**src/rtl/booth_pkg.sv**
```systemverilog
// Shared types and radix-4 Booth recoding helpers for the sequential multiplier family.
package booth_pkg;

    typedef enum logic [1:0] {
        IDLE,
        RUN,
        DONE
    } state_t;

    // Digit codes are packed as {neg, two, nonzero}.
    localparam logic [2:0] PP_ZERO = 3'b000;
    localparam logic [2:0] PP_P1   = 3'b001;
    localparam logic [2:0] PP_P2   = 3'b011;
    localparam logic [2:0] PP_M1   = 3'b101;
    localparam logic [2:0] PP_M2   = 3'b111;

    function automatic logic [2:0] booth_digit(input logic [2:0] triplet);
        logic [2:0] code;
        case (triplet)
            3'b001, 3'b010: code = PP_P1;
            3'b011:         code = PP_P2;
            3'b100:         code = PP_M2;
            3'b101, 3'b110: code = PP_M1;
            default:        code = PP_ZERO;
        endcase
        return code;
    endfunction

endpackage

```
**src/rtl/booth_r4_recode.sv**
```systemverilog
// Combinational radix-4 Booth digit: maps a multiplier triplet to a WIDTH+2-bit partial product.
module booth_r4_recode #(
    parameter int unsigned WIDTH = 32
) (
    input  logic [2:0]       triplet,
    input  logic [WIDTH+1:0] a_ext,
    output logic [WIDTH+1:0] pp
);
    import booth_pkg::*;

    logic [2:0]       code;
    logic [WIDTH+1:0] mag;

    // Negation at WIDTH+2 bits leaves headroom for -2 * (most negative A).
    always_comb begin
        code = booth_digit(triplet);
        mag  = code[1] ? {a_ext[WIDTH:0], 1'b0} : a_ext;
        if (!code[0]) begin
            pp = '0;
        end else if (code[2]) begin
            pp = ~mag + {{(WIDTH+1){1'b0}}, 1'b1};
        end else begin
            pp = mag;
        end
    end

endmodule

```
**src/rtl/booth_mult_seq.sv**
```systemverilog
// Iterative radix-4 Booth multiplier: one recoded digit of B retired per clock, start/busy/done handshake.
module booth_mult_seq #(
    parameter int unsigned WIDTH = 32
) (
    input  logic               clk,
    input  logic               reset,
    input  logic               start,
    input  logic               signed_mode,
    input  logic [WIDTH-1:0]   A,
    input  logic [WIDTH-1:0]   B,
    output logic               busy,
    output logic               done,
    output logic [2*WIDTH-1:0] result
);
    import booth_pkg::*;

    localparam int unsigned NDIG = WIDTH / 2 + 1;
    localparam int unsigned XW   = WIDTH + 2;
    localparam int unsigned AW   = 2 * WIDTH + 2;
    localparam int unsigned KW   = $clog2(NDIG);

    if (WIDTH < 4 || (WIDTH % 2) != 0) begin : g_bad_width
        $error("booth_mult_seq: WIDTH must be even and >= 4");
    end

    state_t state, state_next;
    logic   accept;

    logic [XW-1:0]      a_ext;
    logic [XW:0]        bx;          // extended B with the implicit 0 below bit 0
    logic [AW-1:0]      acc;
    logic [KW-1:0]      k;
    logic [2*WIDTH-1:0] result_q;

    logic [KW:0]        idx;
    logic [2:0]         triplet;
    logic [XW-1:0]      pp;
    logic [AW-1:0]      pp_shifted;
    logic [AW-1:0]      acc_next;
    logic               last;

    assign idx        = {k, 1'b0};
    assign triplet    = bx[idx +: 3];
    assign pp_shifted = {{WIDTH{pp[XW-1]}}, pp} << idx;
    assign acc_next   = acc + pp_shifted;
    assign last       = (k == KW'(NDIG - 1));

    booth_r4_recode #(
        .WIDTH (WIDTH)
    ) u_recode (
        .triplet (triplet),
        .a_ext   (a_ext),
        .pp      (pp)
    );

    always_comb begin
        state_next = state;
        accept     = 1'b0;
        case (state)
            IDLE: begin
                if (start) begin
                    accept     = 1'b1;
                    state_next = RUN;
                end
            end
            RUN: begin
                if (last) state_next = DONE;
            end
            DONE: begin
                if (start) begin
                    accept     = 1'b1;
                    state_next = RUN;
                end else begin
                    state_next = IDLE;
                end
            end
            default: state_next = IDLE;
        endcase
    end

    always_ff @(posedge clk) begin
        if (reset) begin
            state    <= IDLE;
            a_ext    <= '0;
            bx       <= '0;
            acc      <= '0;
            k        <= '0;
            result_q <= '0;
        end else begin
            state <= state_next;
            if (accept) begin
                a_ext <= signed_mode ? {{2{A[WIDTH-1]}}, A} : {2'b00, A};
                bx    <= signed_mode ? {{2{B[WIDTH-1]}}, B, 1'b0} : {2'b00, B, 1'b0};
                acc   <= '0;
                k     <= '0;
            end else if (state == RUN) begin
                acc <= acc_next;
                k   <= k + KW'(1);
                if (last) result_q <= acc_next[2*WIDTH-1:0];
            end
        end
    end

    assign busy   = (state == RUN);
    assign done   = (state == DONE);
    assign result = result_q;

endmodule

```
**config.mk**
```make
export PLATFORM = sky130hd
export DESIGN_NAME = booth_mult_seq
export DESIGN_NICKNAME = d
export VERILOG_FILES = /design/src/rtl/booth_pkg.sv /design/src/rtl/booth_r4_recode.sv /design/src/rtl/booth_mult_seq.sv
export SDC_FILE = /design/constraint.sdc
export NUM_CORES = 1
export LEC_CHECK = 0
export BUFFER_PORTS_ARGS = -buffer_cell sky130_fd_sc_hd__buf_2
export CORE_MARGIN = 2
export CORE_UTILIZATION = 45
export DETAILED_ROUTE_END_ITERATION = 7
export GPL_TIMING_DRIVEN = 0
export PLACE_DENSITY = 0.74
export SKIP_CTS_REPAIR_TIMING = 1
export SLEW_MARGIN = 20
export SYNTH_ARGS = -nofsm -noshare
export SYNTH_HDL_FRONTEND = slang
export SYNTH_SLANG_ARGS = --single-unit
```
**constraint.sdc**
```tcl
create_clock -name clk -period 8.8 [get_ports clk]
set_input_delay 1.76 -clock clk [delete_from_list [all_inputs] [get_ports clk]]
set_output_delay 1.76 -clock clk [all_outputs]
set_load 0.005 [all_outputs]
```
==> out/summary.txt <==
outcome: finished, violations left
violated checks: setup timing
period utilization: 101%
Buffers on Ports: 132
drt pass-1 iters: 6
ANT cells: 0
IO Count: 134
DRT antenna net count: 0
CTS Root Cell: clkbuf_16
DRC viols: 0
crit path time final: 8.89 ns
final setup vio count: 6
Top delay family on crit path: compound AO/OA/AOI/OAI gates
P_leak: 7.98 nW
H-tree depth: 1
FILL cells: 3364
GRT Total Usage: 35.2%
Syn-to-layout area delta: 22.4%
routability congestion estimate: 1.00
syn nets: 2404
asr flop ratio synth: 0%
final hold violations: 0
CP peak stage delay: 0.42 ns
share of layout cells above drive strength 1: 18.7%
Overall Power: 2.99 mW
Die Span X: 194 um
Crit-path slowest cell: o41a_1
Die Area: 0.0377 mm^2
Syn Area/Cell: 7.16 um^2
Max Clk Rate: 112 MHz
CP Data Arrival Time: 9.36 ns
CTS buffer count: 24
Critical Path End Type: flop
initial antenna violation count: 1
CP most frequent cell: buf_6
Clk Latency, worst-skew pair: 0.55 ns
Vias: 18800
gr busiest metal: met2
wirelength, routed: 69900 um
Worst-Margin Slew: 1.19 ns
Worst setup SP type: flop
first-pass GRT wire length: 104000 um
post-route cell area: 0.0199 mm^2
commonest non-fill, non-tap cell in the layout: nand2_1
Synth Flop Type: dfxtp_1
Netlist cell types: 104
Max Slew Vio Count: 0
post-place setup slack: -2.87 ns
Post-Synthesis Cells: 2269
Die Y: 194 um
VDD IR max: 0.180 mV
average wire per standard cell: 23.5 um
RSZ-0062 raised after global routing: true
Clock Path Buffers: 3
clock skew: 0.0271 ns
core footprint: 0.0356 mm^2
initial core utilization: 45.7%
Slew headroom: 20.7%
Post-Syn Area: 0.0163 mm^2
Detailed Place HPWL: 53700 um
placed cell area: 0.0175 mm^2
Worst Setup Slack, final: -0.0922 ns
sequential share of the synthesized area: 24.8%
vias per cell: 6.31
global route overflow: 0
WP buf/inv: 7
CP required: 9.27 ns
Post-synth EDFFs: 0
pin count of the biggest net entering global routing: 13
DRT iter0 DRCs: 1978
leading cell types in the layout, fill and taps excluded: nand2_1 (463), a21oi_1 (270), dfxtp_1 (200)
Clock Pin Slew Worst Setup and Hold Paths: 0.07 ns
clk sink count: 201
M3 GR Usage: 5.76%
Max-Cap Viols: 0
vias in the first global route: 17300
YS warnings: 0
GR Util met1: 50.0%
CTS tree: built
pwr/cell area: 150 mW/mm^2
Hold Path Class: flop to flop
WS Path Type: flop to flop
Layout Nets: 2638
CP Max Fanout: 10
# rows: 69
routing usage on met2: 54.5%
Seq cells post-synth: 201
[path summary, 6_finish.rpt]
check                           cells past startpoint                 endpoint  slack, ns                    start
worst max-delay path                               40     acc[63]$_SDFFE_PP0P_      -0.09        k[1]$_SDFFE_PP0P_
worst min-delay path                                2  result[21]$_SDFFE_PP0P_       0.45  result[21]$_SDFFE_PP0P_
worst max register to register                     40     acc[63]$_SDFFE_PP0P_      -0.09        k[1]$_SDFFE_PP0P_
worst min register to register                      2  result[21]$_SDFFE_PP0P_       0.45  result[21]$_SDFFE_PP0P_
[worst reg2reg max path, delay by kind of cell, from the launching register on]
| family | cells | cell delay [ns] |
|---|---|---|
| AO/OA/AOI/OAI | 18 | 3.66 |
| XOR/XNOR | 1 | 0.09 |
| adder cells (fa/ha/maj) | 2 | 0.48 |
| buffers and inverters | 7 | 1.21 |
| flip-flops | 1 | 0.34 |
| multiplexers | 4 | 1.23 |
| AND/OR/NAND/NOR | 8 | 1.80 |
[through the flow]
stage	hold slack, ns	instances	TNS [ns]	utilization, %
after floorplan	0.433	2269	0	-
after global placement	0.439	2862	-156.92	49.2
after detailed placement	0.444	2862	-160.11	49.2
after CTS	0.451	2906	-167.96	51.6
after global routing	0.470	2982	-4.74	55.9
final	0.451	2982	-0.218	55.9
[final cells by class]
class	count	area [um^2]	share of cell area [%]
Multi-Input combinational cell	1854	12200	61.4
Buffer	173	796	4.00
Sequential cell	201	4030	20.2
Inverter	39	150	0.755
Tap cell	461	577	2.90
Timing Repair Buffer	210	1280	6.42
Clock inverter	12	160	0.805
Clock buffer	32	692	3.48
[flip-flops by register name, summed over array words and instances, names as in the netlist]
name and flops:
a_ext 33, acc 64, bx 33, k 5, result 64, state 2
[cells in the mapped netlist, types with 28 or more instances]
| master | number | share of area, % |
|---|---|---|
| a211oi_1 | 30 | 1.4 |
| a21o_1 | 54 | 2.5 |
| a21oi_1 | 284 | 8.7 |
| buf_1 | 28 | 0.65 |
| clkbuf_1 | 122 | 2.8 |
| dfxtp_1 | 201 | 25 |
| ha_1 | 66 | 5.1 |
| inv_1 | 35 | 0.81 |
| mux2i_1 | 60 | 3.7 |
| nand2_1 | 464 | 11 |
| nand3_1 | 53 | 1.6 |
| nand4_1 | 28 | 1.1 |
| nor2_1 | 175 | 4.0 |
| nor3_1 | 56 | 1.7 |
| o21ai_0 | 86 | 2.6 |
| xnor2_1 | 44 | 2.4 |
[power by group]
group / internal (mW) / switching (mW) / total (mW)
clock network: 0.667 / 0.417 / 1.08
logic: 0.338 / 0.612 / 0.950
registers: 0.937 / 0.0210 / 0.958
total: 1.94 / 1.05 / 2.99
[cell families after synthesis]
kind of cell               count (synthesis)  synth area share (%)
adders and majority gates                 67                  5.20
AOI/OAI and AO/OA                        709                  28.5
and+or+nand+nor                          922                  25.6
DFF                                      201                  24.8
buffers and inverters                    214                  5.47
muxes                                     91                  6.95
xor gates and xnor gates                  65                  3.59
[layer usage]
metal | up-vias | part of all wire [%]
met5 | - | 0.019
met4 | 2 | 3.3
met3 | 155 | 9.8
met2 | 1025 | 44
met1 | 8956 | 43
li1 | 8669 | -
(Power assumes the default switching activity.)
